File: src/rtl/uart_tx_responder_pkg.sv
// Shared register map, STATUS bit positions, TX FSM encodings and bus width codes
// for the UART transmitter and its future receiver companion.
package uart_tx_responder_pkg;

   localparam logic [3:0] UART_TXDATA = 4'h0;
   localparam logic [3:0] UART_STATUS = 4'h4;

   localparam int ST_BUSY      = 0;
   localparam int ST_FULL      = 1;
   localparam int ST_EMPTY     = 2;
   localparam int ST_OVF       = 3;
   localparam int ST_COUNT_LSB = 8;

   typedef enum logic [1:0] {
      TX_IDLE  = 2'd0,
      TX_START = 2'd1,
      TX_DATA  = 2'd2,
      TX_STOP  = 2'd3
   } tx_state_e;

   // Shared by weA and reA[1:0]
   localparam logic [1:0] SZ_NONE = 2'b00;
   localparam logic [1:0] SZ_BYTE = 2'b01;
   localparam logic [1:0] SZ_HALF = 2'b10;
   localparam logic [1:0] SZ_WORD = 2'b11;

endpackage

File: src/rtl/sync_fifo.sv
// Single-clock FIFO with combinational head output; a push into a full FIFO is
// accepted only when a pop happens on the same edge.
module sync_fifo #(
   parameter int DW = 8,
   parameter int AW = 4
) (
   input  logic          clk,
   input  logic          rst,
   input  logic          push,
   input  logic          pop,
   input  logic [DW-1:0] din,
   output logic [DW-1:0] dout,
   output logic          full,
   output logic          empty,
   output logic [AW:0]   count
);

   localparam int DEPTH = 2 ** AW;

   logic [DW-1:0] mem_q [DEPTH];
   logic [AW-1:0] wr_ptr_q, rd_ptr_q;
   logic [AW:0]   count_q;
   logic          do_push, do_pop;

   assign full    = (count_q == (AW+1)'(DEPTH));
   assign empty   = (count_q == '0);
   assign count   = count_q;
   assign dout    = mem_q[rd_ptr_q];
   assign do_pop  = pop && !empty;
   assign do_push = push && (!full || do_pop);

   always_ff @(posedge clk) begin
      if (do_push) mem_q[wr_ptr_q] <= din;
   end

   always_ff @(posedge clk or posedge rst) begin
      if (rst) begin
         wr_ptr_q <= '0;
         rd_ptr_q <= '0;
         count_q  <= '0;
      end else begin
         if (do_push) wr_ptr_q <= wr_ptr_q + AW'(1);
         if (do_pop)  rd_ptr_q <= rd_ptr_q + AW'(1);
         case ({do_push, do_pop})
            2'b10:   count_q <= count_q + (AW+1)'(1);
            2'b01:   count_q <= count_q - (AW+1)'(1);
            default: count_q <= count_q;
         endcase
      end
   end

endmodule

File: src/rtl/uart_tx_responder.sv
// Memory-mapped 8N1 UART transmitter on the CPU data port: TXDATA pushes into a
// FIFO drained by the TX FSM, STATUS reports busy/full/empty/overflow/count.
module uart_tx_responder
   import uart_tx_responder_pkg::*;
#(
   parameter int CLK_FREQ  = 50_000_000,
   parameter int BAUD_RATE = 9600,
   parameter int FIFO_AW   = 4
) (
   input  logic        clk,
   input  logic        rst,
   input  logic        sel,
   input  logic [1:0]  weA,
   input  logic [2:0]  reA,
   input  logic [3:0]  addrA,
   input  logic [31:0] dinA,
   output logic [31:0] doutA,
   output logic        uart_tx
);

   localparam int BIT_TICKS = CLK_FREQ / BAUD_RATE;
   localparam int TW        = (BIT_TICKS > 1) ? $clog2(BIT_TICKS) : 1;
   localparam logic [TW-1:0] TICK_RELOAD = TW'(BIT_TICKS - 1);

   logic             push, pop, rd_en, rd_status, busy;
   logic             fifo_full, fifo_empty;
   logic [7:0]       fifo_dout;
   logic [FIFO_AW:0] fifo_count;
   logic [31:0]      status_w, doutA_q, doutA_d;
   logic             ovf_q, ovf_d;
   tx_state_e        state_q;
   logic [TW-1:0]    tick_q;
   logic [2:0]       bit_q;
   logic [7:0]       shift_q;
   logic             tx_q;
   logic             unused_din;

   assign unused_din = ^dinA[31:8];

   function automatic logic [31:0] size_extend(input logic [31:0] d, input logic [2:0] re);
      case (re[1:0])
         SZ_BYTE: return re[2] ? {{24{d[7]}}, d[7:0]}   : {24'h0, d[7:0]};
         SZ_HALF: return re[2] ? {{16{d[15]}}, d[15:0]} : {16'h0, d[15:0]};
         default: return d;
      endcase
   endfunction

   assign push      = sel && (weA != SZ_NONE) && (addrA == UART_TXDATA);
   assign rd_en     = sel && (reA[1:0] != SZ_NONE);
   assign rd_status = rd_en && (addrA == UART_STATUS);
   assign busy      = (state_q != TX_IDLE);
   assign pop       = !fifo_empty &&
                      ((state_q == TX_IDLE) || ((state_q == TX_STOP) && (tick_q == '0)));

   sync_fifo #(.DW(8), .AW(FIFO_AW)) u_fifo (
      .clk   (clk),
      .rst   (rst),
      .push  (push),
      .pop   (pop),
      .din   (dinA[7:0]),
      .dout  (fifo_dout),
      .full  (fifo_full),
      .empty (fifo_empty),
      .count (fifo_count)
   );

   always_comb begin
      status_w                       = '0;
      status_w[ST_BUSY]              = busy;
      status_w[ST_FULL]              = fifo_full;
      status_w[ST_EMPTY]             = fifo_empty;
      status_w[ST_OVF]               = ovf_q;
      status_w[ST_COUNT_LSB +: 8]    = 8'(fifo_count);

      doutA_d = '0;
      if (rd_status)  doutA_d = size_extend(status_w, reA);

      // A dropped push in the same cycle as a STATUS read leaves overflow set
      ovf_d = ovf_q;
      if (rd_status) ovf_d = 1'b0;
      if (push && fifo_full && !pop) ovf_d = 1'b1;
   end

   always_ff @(posedge clk or posedge rst) begin
      if (rst) begin
         doutA_q <= '0;
         ovf_q   <= 1'b0;
      end else begin
         doutA_q <= doutA_d;
         ovf_q   <= ovf_d;
      end
   end

   always_ff @(posedge clk or posedge rst) begin
      if (rst) begin
         state_q <= TX_IDLE;
         tick_q  <= '0;
         bit_q   <= '0;
         shift_q <= '0;
         tx_q    <= 1'b1;
      end else begin
         case (state_q)
            TX_IDLE: begin
               if (pop) begin
                  shift_q <= fifo_dout;
                  tick_q  <= TICK_RELOAD;
                  state_q <= TX_START;
                  tx_q    <= 1'b0;
               end
            end
            TX_START: begin
               if (tick_q == '0) begin
                  tick_q  <= TICK_RELOAD;
                  bit_q   <= '0;
                  state_q <= TX_DATA;
                  tx_q    <= shift_q[0];
               end else begin
                  tick_q <= tick_q - TW'(1);
               end
            end
            TX_DATA: begin
               if (tick_q == '0) begin
                  tick_q  <= TICK_RELOAD;
                  shift_q <= shift_q >> 1;
                  if (bit_q == 3'd7) begin
                     state_q <= TX_STOP;
                     tx_q    <= 1'b1;
                  end else begin
                     bit_q <= bit_q + 3'd1;
                     tx_q  <= shift_q[1];
                  end
               end else begin
                  tick_q <= tick_q - TW'(1);
               end
            end
            TX_STOP: begin
               // Chain straight into the next start bit when more data is queued
               if (tick_q == '0) begin
                  if (pop) begin
                     shift_q <= fifo_dout;
                     tick_q  <= TICK_RELOAD;
                     state_q <= TX_START;
                     tx_q    <= 1'b0;
                  end else begin
                     state_q <= TX_IDLE;
                  end
               end else begin
                  tick_q <= tick_q - TW'(1);
               end
            end
            default: state_q <= TX_IDLE;
         endcase
      end
   end

   assign doutA   = doutA_q;
   assign uart_tx = tx_q;

endmodule

File: config.mk
export PLATFORM = sky130hd
export DESIGN_NAME = uart_tx_responder
export DESIGN_NICKNAME = d
export VERILOG_FILES = /design/src/rtl/uart_tx_responder_pkg.sv /design/src/rtl/sync_fifo.sv /design/src/rtl/uart_tx_responder.sv
export SDC_FILE = /design/constraint.sdc
export NUM_CORES = 1
export LEC_CHECK = 0
export BUFFER_PORTS_ARGS = -buffer_cell sky130_fd_sc_hd__buf_4
export CORE_MARGIN = 4
export CORE_UTILIZATION = 55
export CTS_CLUSTER_SIZE = 25
export DETAILED_ROUTE_END_ITERATION = 10
export PLACE_DENSITY = 0.86
export SYNTH_ARGS = -nofsm -noshare
export SYNTH_HDL_FRONTEND = slang
export SYNTH_SLANG_ARGS = --single-unit
File: constraint.sdc
create_clock -name clk -period 8 [get_ports clk]
set_input_delay 1.6 -clock clk [delete_from_list [all_inputs] [get_ports clk]]
set_output_delay 1.6 -clock clk [all_outputs]
set_load 0.02 [all_outputs]
# Word-level counts from Yosys, hierarchy flattened
# Memory sizes are Yosys's and may differ from the RTL's.
# Cells that the tools add are included.
# classes
n_addsub	6
eq_ne	15
div	0
magnitude_cmp	0
mul	0
reduce_logical	31
shift	0
n_mux	32
bitwise	0
# op_table
cell	n
$mux W13	4
$pmux W13 S3	1
$mux W32	1
$mux W8	3
$pmux W8 S3	1
$logic_not A13 Y1	1
$sub A13 B1 Y13 const B	1
$reduce_bool A2 Y1	6
$logic_and A1 B1 Y1	10
$mux W1	10
$mux W2	5
$ne A2 B2 Y1 const B	5
$pmux W5 S2	1
$mux W3	3
$add A4 B1 Y4 const B	2
$pmux W2 S4	1
$eq A2 B1 Y1 const B	3
$eq A2 B2 Y1 const B	3
$pmux W3 S2	1
$reduce_and A3 Y1	2
$add A5 B1 Y5 const B	1
$eq A5 B5 Y1 const B	1
$logic_not A5 Y1	1
$reduce_and A5 Y1	1
other kinds (13)	16
# word_totals
latch_bits	0
n_memories	1
ramBits	128
word_cells	95
output_inout_bits	33
register_bits	73
mem_bits_ro	0
in_bits	44
# mem_list
memory	words	word_bits	rd	rd_ports_with_merged_regs	write_ports	line_no	rtl
u_fifo.mem_q	16	8	1	0	1	sync_fifo.sv:20	logic [DW-1:0] mem_q [DEPTH];

# Depth between registers and ports, before layout
# Gate-level depths: netlist of run 1.
# logic_depth
depth_word	9
mapped_depth	12
ltp_nobuf	12

# Hierarchy
# Synthesis of run 1 repeated with hierarchy kept, for this count alone.
# unflattened
cells_unflattened	532
hier_area_um2	8000.2
# by_module_without_submodules
mod	area_each_um2	cells_per_inst	seq_area_each_um2	n_inst
sync_fifo	5754.3	298	4169.0	1
uart_tx_responder	2245.9	234	927.1	1

# Worst setup path after synthesis of run 1
# OpenSTA, ideal clock, no wires.
# synth_timing
path_kind	input port to flip-flop
from	in addrA[1]
to	reg u_fifo.count_q[4] (netlist: u_fifo.count[4])
setup_time_ns	0.131
arrival_ns	4.121
stages	9
t_required_ns	7.869
path_slack_ns	3.748
path_buffers	0
cell_sequence	or4b_1 -> nor3_1 -> nor2_1 -> fa_1 -> a21o_1 -> a21oi_1 -> nand3_1 -> a32o_1 -> or3_1
# synth_via
elab_chain_cells	5
elab_cells_between_ends	7
cone_classes	eq/ne (2); mux (1); reduce/logical (4)
# synth_rtl
element	line_no	rtl
start, declared	uart_tx_responder.sv:15	input logic [3:0] addrA,
$logic_not A4 Y1 *	uart_tx_responder.sv:48	assign push = sel && (weA != SZ_NONE) && (addrA == UART_TXDATA);
$logic_and A1 B1 Y1 *	uart_tx_responder.sv:48	
$logic_and A1 B1 Y1 *	sync_fifo.sv:30	assign do_push = push && (!full || do_pop);
$eq A2 B1 Y1 / $eq A2 B2 Y1 (equally long branches)	sync_fifo.sv:44	case ({do_push, do_pop})
$pmux W5 S2 / $reduce_bool A2 Y1 (equally long branches)	n/a	
end signal, assigned	sync_fifo.sv:45	2'b10: count_q <= count_q + (AW+1)'(1);
end signal, assigned	sync_fifo.sv:46	2'b01: count_q <= count_q - (AW+1)'(1);
end signal, assigned	sync_fifo.sv:47	default: count_q <= count_q;
end, declared	sync_fifo.sv:22	logic [AW:0] count_q;
# Mark *: on every way between the ends. The rest lies on a longest branch, timed or not.
# A chain may end at the register's enable or synchronous reset.

# Worst setup path in the final report of run 1
# Same ends and word-level chain as after synthesis.

==> flow_summary.toml, run 1 <==
[logic_synthesis]
synth-seq-cells = 178
synth_seq_area_share_pct = 63.8
synthMuxAreaShare_pct = 11.0
synth-simple-area-share_pct = 8.67
synth-main-ff-cell = "edfxtp_1"
synth_compound_area_share_pct = 7.91
synthCells = 535
yosys.area.top_type = "edfxtp_1"
ys_async_sr_fraction_pct = 28.1
synthTopCellsByCount = "edfxtp_1, dfrtp_1, mux4_2"
synth_top_family_by_area = "multiplexers"
synth_enable_flop_cells = 128
synth_fa_ha_area_share_pct = 2.91
syn_area_um2 = 7980
ys_top_cells_by_area = "edfxtp_1, dfrtp_1, mux4_2, ha_1, buf_4"
synth.most_common_cell = "edfxtp_1"
synth_top_area_share_pct = 48.1
ys_types = 68
synth_xor_area_share_pct = 1.21
postSynthAreaPerCell_um2 = 14.9
ys_warn_count = 0

[drt]
vias = 4562
firstDrtPassIters = 5
ant_nets = 0
drt-total-wl_um = 15700
via_per_inst = 6.06
wl_per_cell_um = 20.8
drt_first_iter_violations = 382
drc = 0

[power]
total_power_mw = 3.09
powerDensity_nw_per_um2 = 352
p_leak_nw = 3.29
peakVddDrop_mv = 0.195

[die]
design.core.area_um2 = 14000
die_h_um = 128
start_util_pct = 56.9
row_count = 43
die_area_um2 = 16500
ios = 77
die_x_um = 128

[clock_network]
cts.path.max_buffers = 2
cts_setup_buffers = 0
cts_buffers = 17
cts.repair.resized = 0
cts_tree = "done"
clock_sink_count = 178
htreeDepth = 4
ctsHoldBuffers = 0
clkLatencyLatePin_ns = 0.44
clkTransAtPathRegs_ns = 0.06
clock-root-buffer = "clkbuf_16"

[timing]
period_needed_ns = 4.23
fmax_mhz = 236
skew_ns = 0.0121
slew-limit-headroom_pct = 29.8
rsz0062_at_grt = "no"
setup_viol = 0
worst_pin_slew_ns = 1.05
drv_slew = 0
period_share_pct = 52.9
hold_violations = 0
tns_ns = 0

[run_status]
status = "finished clean"

[setup_path]
cp-start-kind = "input port"
critPathMaxFanout = 4
path_class = "in2reg"
crit_arrival_ns = 4.54
end_kind = "flop"
required_ns = 8.31

[global_route]
antenna_found_initial = 0
grt_pass1_wl_um = 25500
grt_pass1_vias = 4699
grt_usage_pct = 20.8
grt-ovfl-total = 0
grt_start_max_net_pins = 51

[final_layout]
multi_input_area_um2 = 2620
syn_to_final_growth_pct = 9.94
num-fill-cells = 985
final_util_pct = 62.5
fin_cells = 753
seq_area_um2 = 5100
drive_gt1_share_pct = 18.5
nNetsFinal = 622
diodes = 0

[job]
maxCapViolCount = 0

[place]
place_hpwl_um = 10200
port-buffer-count = 28
placed_cells_incl_taps = 721
place.gp.congestion = 0.810

[worst_hold_path]
hold_path_class = "reg2reg"
cells by family after synthesis:
group                    after synthesis
AND/OR/NAND/NOR                      125
XOR/XNOR                              11
AO/OA/AOI/OAI                         88
buffers and inverters                 66
multiplexers                          48
adder cells (fa/ha/maj)               18
other                                  1
flip-flops                           178
placed cells by master, fill, tap and decap left out, types with 8 or more instances in the layout:
cell type / instances
nor2_1: 28
a21oi_1: 14
nor3_1: 13
mux2i_1: 8
and2_1: 13
o31ai_1: 9
buf_4: 29
dfrtp_1: 48
edfxtp_1: 128
o21ai_0: 16
clkbuf_16: 17
xnor2_1: 9
mux4_2: 30
ha_1: 17
mux2_2: 8
inv_1: 19
conb_1: 23
o22ai_1: 8
nand2_1: 20
where the power goes:
group          internal [mW]  switching (mW)
combinational          0.484           0.580
sequential              1.09           0.169
clock                  0.427           0.341
flip-flops by register name, summed over array words and instances (netlist names), 2 cells and up:
signal           flops
tick_q              13
u_fifo.mem_q       128
state_q              2
u_fifo.wr_ptr_q      4
u_fifo.rd_ptr_q      4
shift_q              8
bit_q                3
doutA                9
u_fifo.count         5
area by class of cell:
class	count	area share, %
clock buffer	19	4.93
clock inverter	13	1.25
inverter	21	0.898
multi-input combinational	313	29.8
sequential	178	58.1
tap	180	2.57
timing repair buffer	29	2.48
routing by layer:
metal / up-vias / GRT usage, % / part of all wire (%)
met5: - / 0 / 0
met4: 0 / 7.18 / 2.2
met3: 29 / 6.39 / 6.6
met2: 163 / 33.9 / 51
met1: 2307 / 26.7 / 41
li1: 2063 / - / -
path summary, 6_finish.rpt:
path,slack [ns],from,to,cells after the start
max,3.77,addrA[1],u_fifo.count[4],10
min,0.48,ovf_q,ovf_q,2
max reg2reg,4.02,tick_q[4],u_fifo.count[4],10
min reg2reg,0.48,ovf_q,ovf_q,2
max in group asynchronous,5.85,rst,u_fifo.rd_ptr_q[0],2
min in group asynchronous,1.44,rst,u_fifo.count[3],2
critical path, stage by stage:
cell	delay, ns
buf_4	0.11
or4b_1	0.53
nor3_1	0.50
nor2_1	0.22
fa_1	0.45
a21o_1	0.18
a21oi_1	0.24
nand3_1	0.14
a32o_1	0.28
or3_1	0.30
through the flow:
stage / setup slack (ns) / hold slack [ns] / cell area (um^2)
floorplan: 3.75 / 0.449 / 8070
global placement: 3.44 / 0.464 / 8230
detailed placement: 3.34 / 0.467 / 8230
CTS: 3.79 / 0.481 / 8780
global route: 3.62 / 0.534 / 8780
finish: 3.77 / 0.479 / 8780
Power figures use the tool's default switching activity.
==> run 2, diff against run 1 <==
clock period = 4.12 ns   (was 8 ns; I/O delays follow)
==> flow_summary.toml, run 2 (synthesized netlist as in run 1, its figures left out) <==
[power]
clkPwrFrac_pct = 26.4
peakVddDrop_mv = 0.424
swShare_pct = 34.5
switching_power_mw = 2.12
intPower_mw = 4.03
p_leak_nw = 3.33
total_power_mw = 6.15
powerDensity_nw_per_um2 = 695
combPwrFrac_pct = 34.2
power_frac_seq_pct = 39.5

[place]
place_hpwl_um = 10100
place_area_um2 = 8260
pre_cts_slack_ns = 0.407
placed_cells_incl_taps = 725
port-buffer-count = 28
place.gp.congestion = 0.810

[die]
die_x_um = 128
row_count = 43
die_h_um = 128
die_area_um2 = 16500
design.core.area_um2 = 14000
ios = 77
start_util_pct = 56.9

[global_route]
grt_start_max_net_pins = 51
antenna_found_initial = 0
grt_pass1_wl_um = 25100
grt-ovfl-total = 0
grt_pass1_vias = 4667
grt_usage_pct = 20.3

[worst_hold_path]
min-delay-start = "ovf_q"
hold_path_depth = 2
min_to = "doutA[3]"
hold_path_class = "reg2reg"

[final_layout]
syn_to_final_growth_pct = 10.9
fin_cells = 756
multi_input_area_um2 = 2620
num-fill-cells = 953
final_common_cell = "edfxtp_1"
largest_reg_flops = 128
seq_area_um2 = 5100
diodes = 0
design_area_um2 = 8850
nNetsFinal = 626
top_register = "u_fifo.mem_q"
layout_common_cells = "edfxtp_1, dfrtp_1, buf_4, mux4_2, nor2_1"
drive_gt1_share_pct = 19.3

[timing]
hold_violations = 0
tns_ns = 0
rsz0062_at_grt = "no"
period_needed_ns = 3.72
slew-limit-headroom_pct = 28.6
skew_ns = 0.00821
setup_viol = 0
finalWorstSetupSlack_ns = 0.398
worst_pin_slew_ns = 1.07
drv_slew = 0
fmax_mhz = 269
period_share_pct = 90.3

[setup_path]
r2r_cells = 10
cpMaxStageDelayCell = "or4_1"
crit_family = "simple AND/OR/NAND/NOR gates"
critPathMaxFanout = 8
crit_buf_inv = 0
r2r_end = "u_fifo.count[4]"
r2r_setup_slack_ns = 0.40
required_ns = 4.43
crit_arrival_ns = 4.03
cpPeakStageDelay_ns = 0.71
path_class = "reg2reg"
cp-start-kind = "flop"
crit_chain = "or4_1, o41ai_4, nand2_1, nor2_1, ha_1, a21o_1, a21oi_1, nand3_1, a32o_1, or3_1"
end_kind = "flop"
reg2reg_from = "tick_q[4]"

[drt]
vias = 4618
dr_wl_met3_um = 1140
drc = 0
maxUsedRoutingLayer = "met4"
ant_nets = 0
via_per_inst = 6.11
drt-total-wl_um = 15800
routed-wl-met2_um = 8070
drt_first_iter_violations = 414
drt-met1-wl_um = 6160
wl_per_cell_um = 20.8
firstDrtPassIters = 5

[clock_network]
clkTransAtPathRegs_ns = 0.06
cts_tree = "done"
cts_setup_buffers = 0
ctsHoldBuffers = 0
cts_buffers = 17
clkLatencyLatePin_ns = 0.43
clock-root-buffer = "clkbuf_16"
clock_sink_count = 178
cts.path.max_buffers = 2
htreeDepth = 4
cts.repair.resized = 0

[job]
maxCapViolCount = 0

[run_status]
status = "finished clean"
-- run 2: final cells by class --
type                    instances  area share, %
clock inverters                12           1.75
flip-flops and latches        178           57.6
repair buffers                 33           2.80
well taps                     180           2.54
clock buffers                  19           4.89
inverters                      21          0.890
multi-input cells             313           29.5
-- run 2: power by group through the flow --
stage | logic (mW) | clock network (mW) | registers [mW]
floorplan | 1.77 | 0 | 2.28
global placement | 1.97 | 0 | 2.44
detailed placement | 2.07 | 0 | 2.47
CTS | 2.10 | 1.64 | 2.43
global route | 2.30 | 1.73 | 2.47
finish | 2.10 | 1.62 | 2.43
-- run 2: worst max-delay path by stage --
stage                      end  cells after the start  startpoint
6_report       u_fifo.count[4]                     10   tick_q[4]
5_1_grt        u_fifo.count[4]                     10   tick_q[4]
4_1_cts        u_fifo.count[4]                     10   tick_q[4]
3_5_place_dp   u_fifo.count[4]                     10   tick_q[4]
3_3_place_gp   u_fifo.count[4]                     10   tick_q[5]
2_1_floorplan  u_fifo.count[4]                     11   tick_q[6]
-- run 2: worst register-to-register path, stage by stage (launching register included) --
cell,delay (ns)
dfrtp_1,0.42
or4_1,0.71
o41ai_4,0.37
nand2_1,0.28
nor2_1,0.36
ha_1,0.34
a21o_1,0.19
a21oi_1,0.25
nand3_1,0.14
a32o_1,0.26
or3_1,0.30
-- run 2: stage by stage --
| step | util (%) | hold slack, ns |
|---|---|---|
| 2_1_floorplan | - | 0.449 |
| 3_3_place_gp | 58.9 | 0.460 |
| 3_5_place_dp | 58.9 | 0.496 |
| 4_1_cts | 63.0 | 0.507 |
| 5_1_grt | 63.0 | 0.534 |
| 6_report | 63.0 | 0.508 |
-- run 2: metal layers --
| layer | vias to the layer above | global-route usage (%) |
|---|---|---|
| met2 | 192 | 34.7 |
| met5 | - | 0 |
| met4 | 0 | 6.80 |
| met1 | 2321 | 25.4 |
| met3 | 32 | 5.15 |
| li1 | 2073 | - |
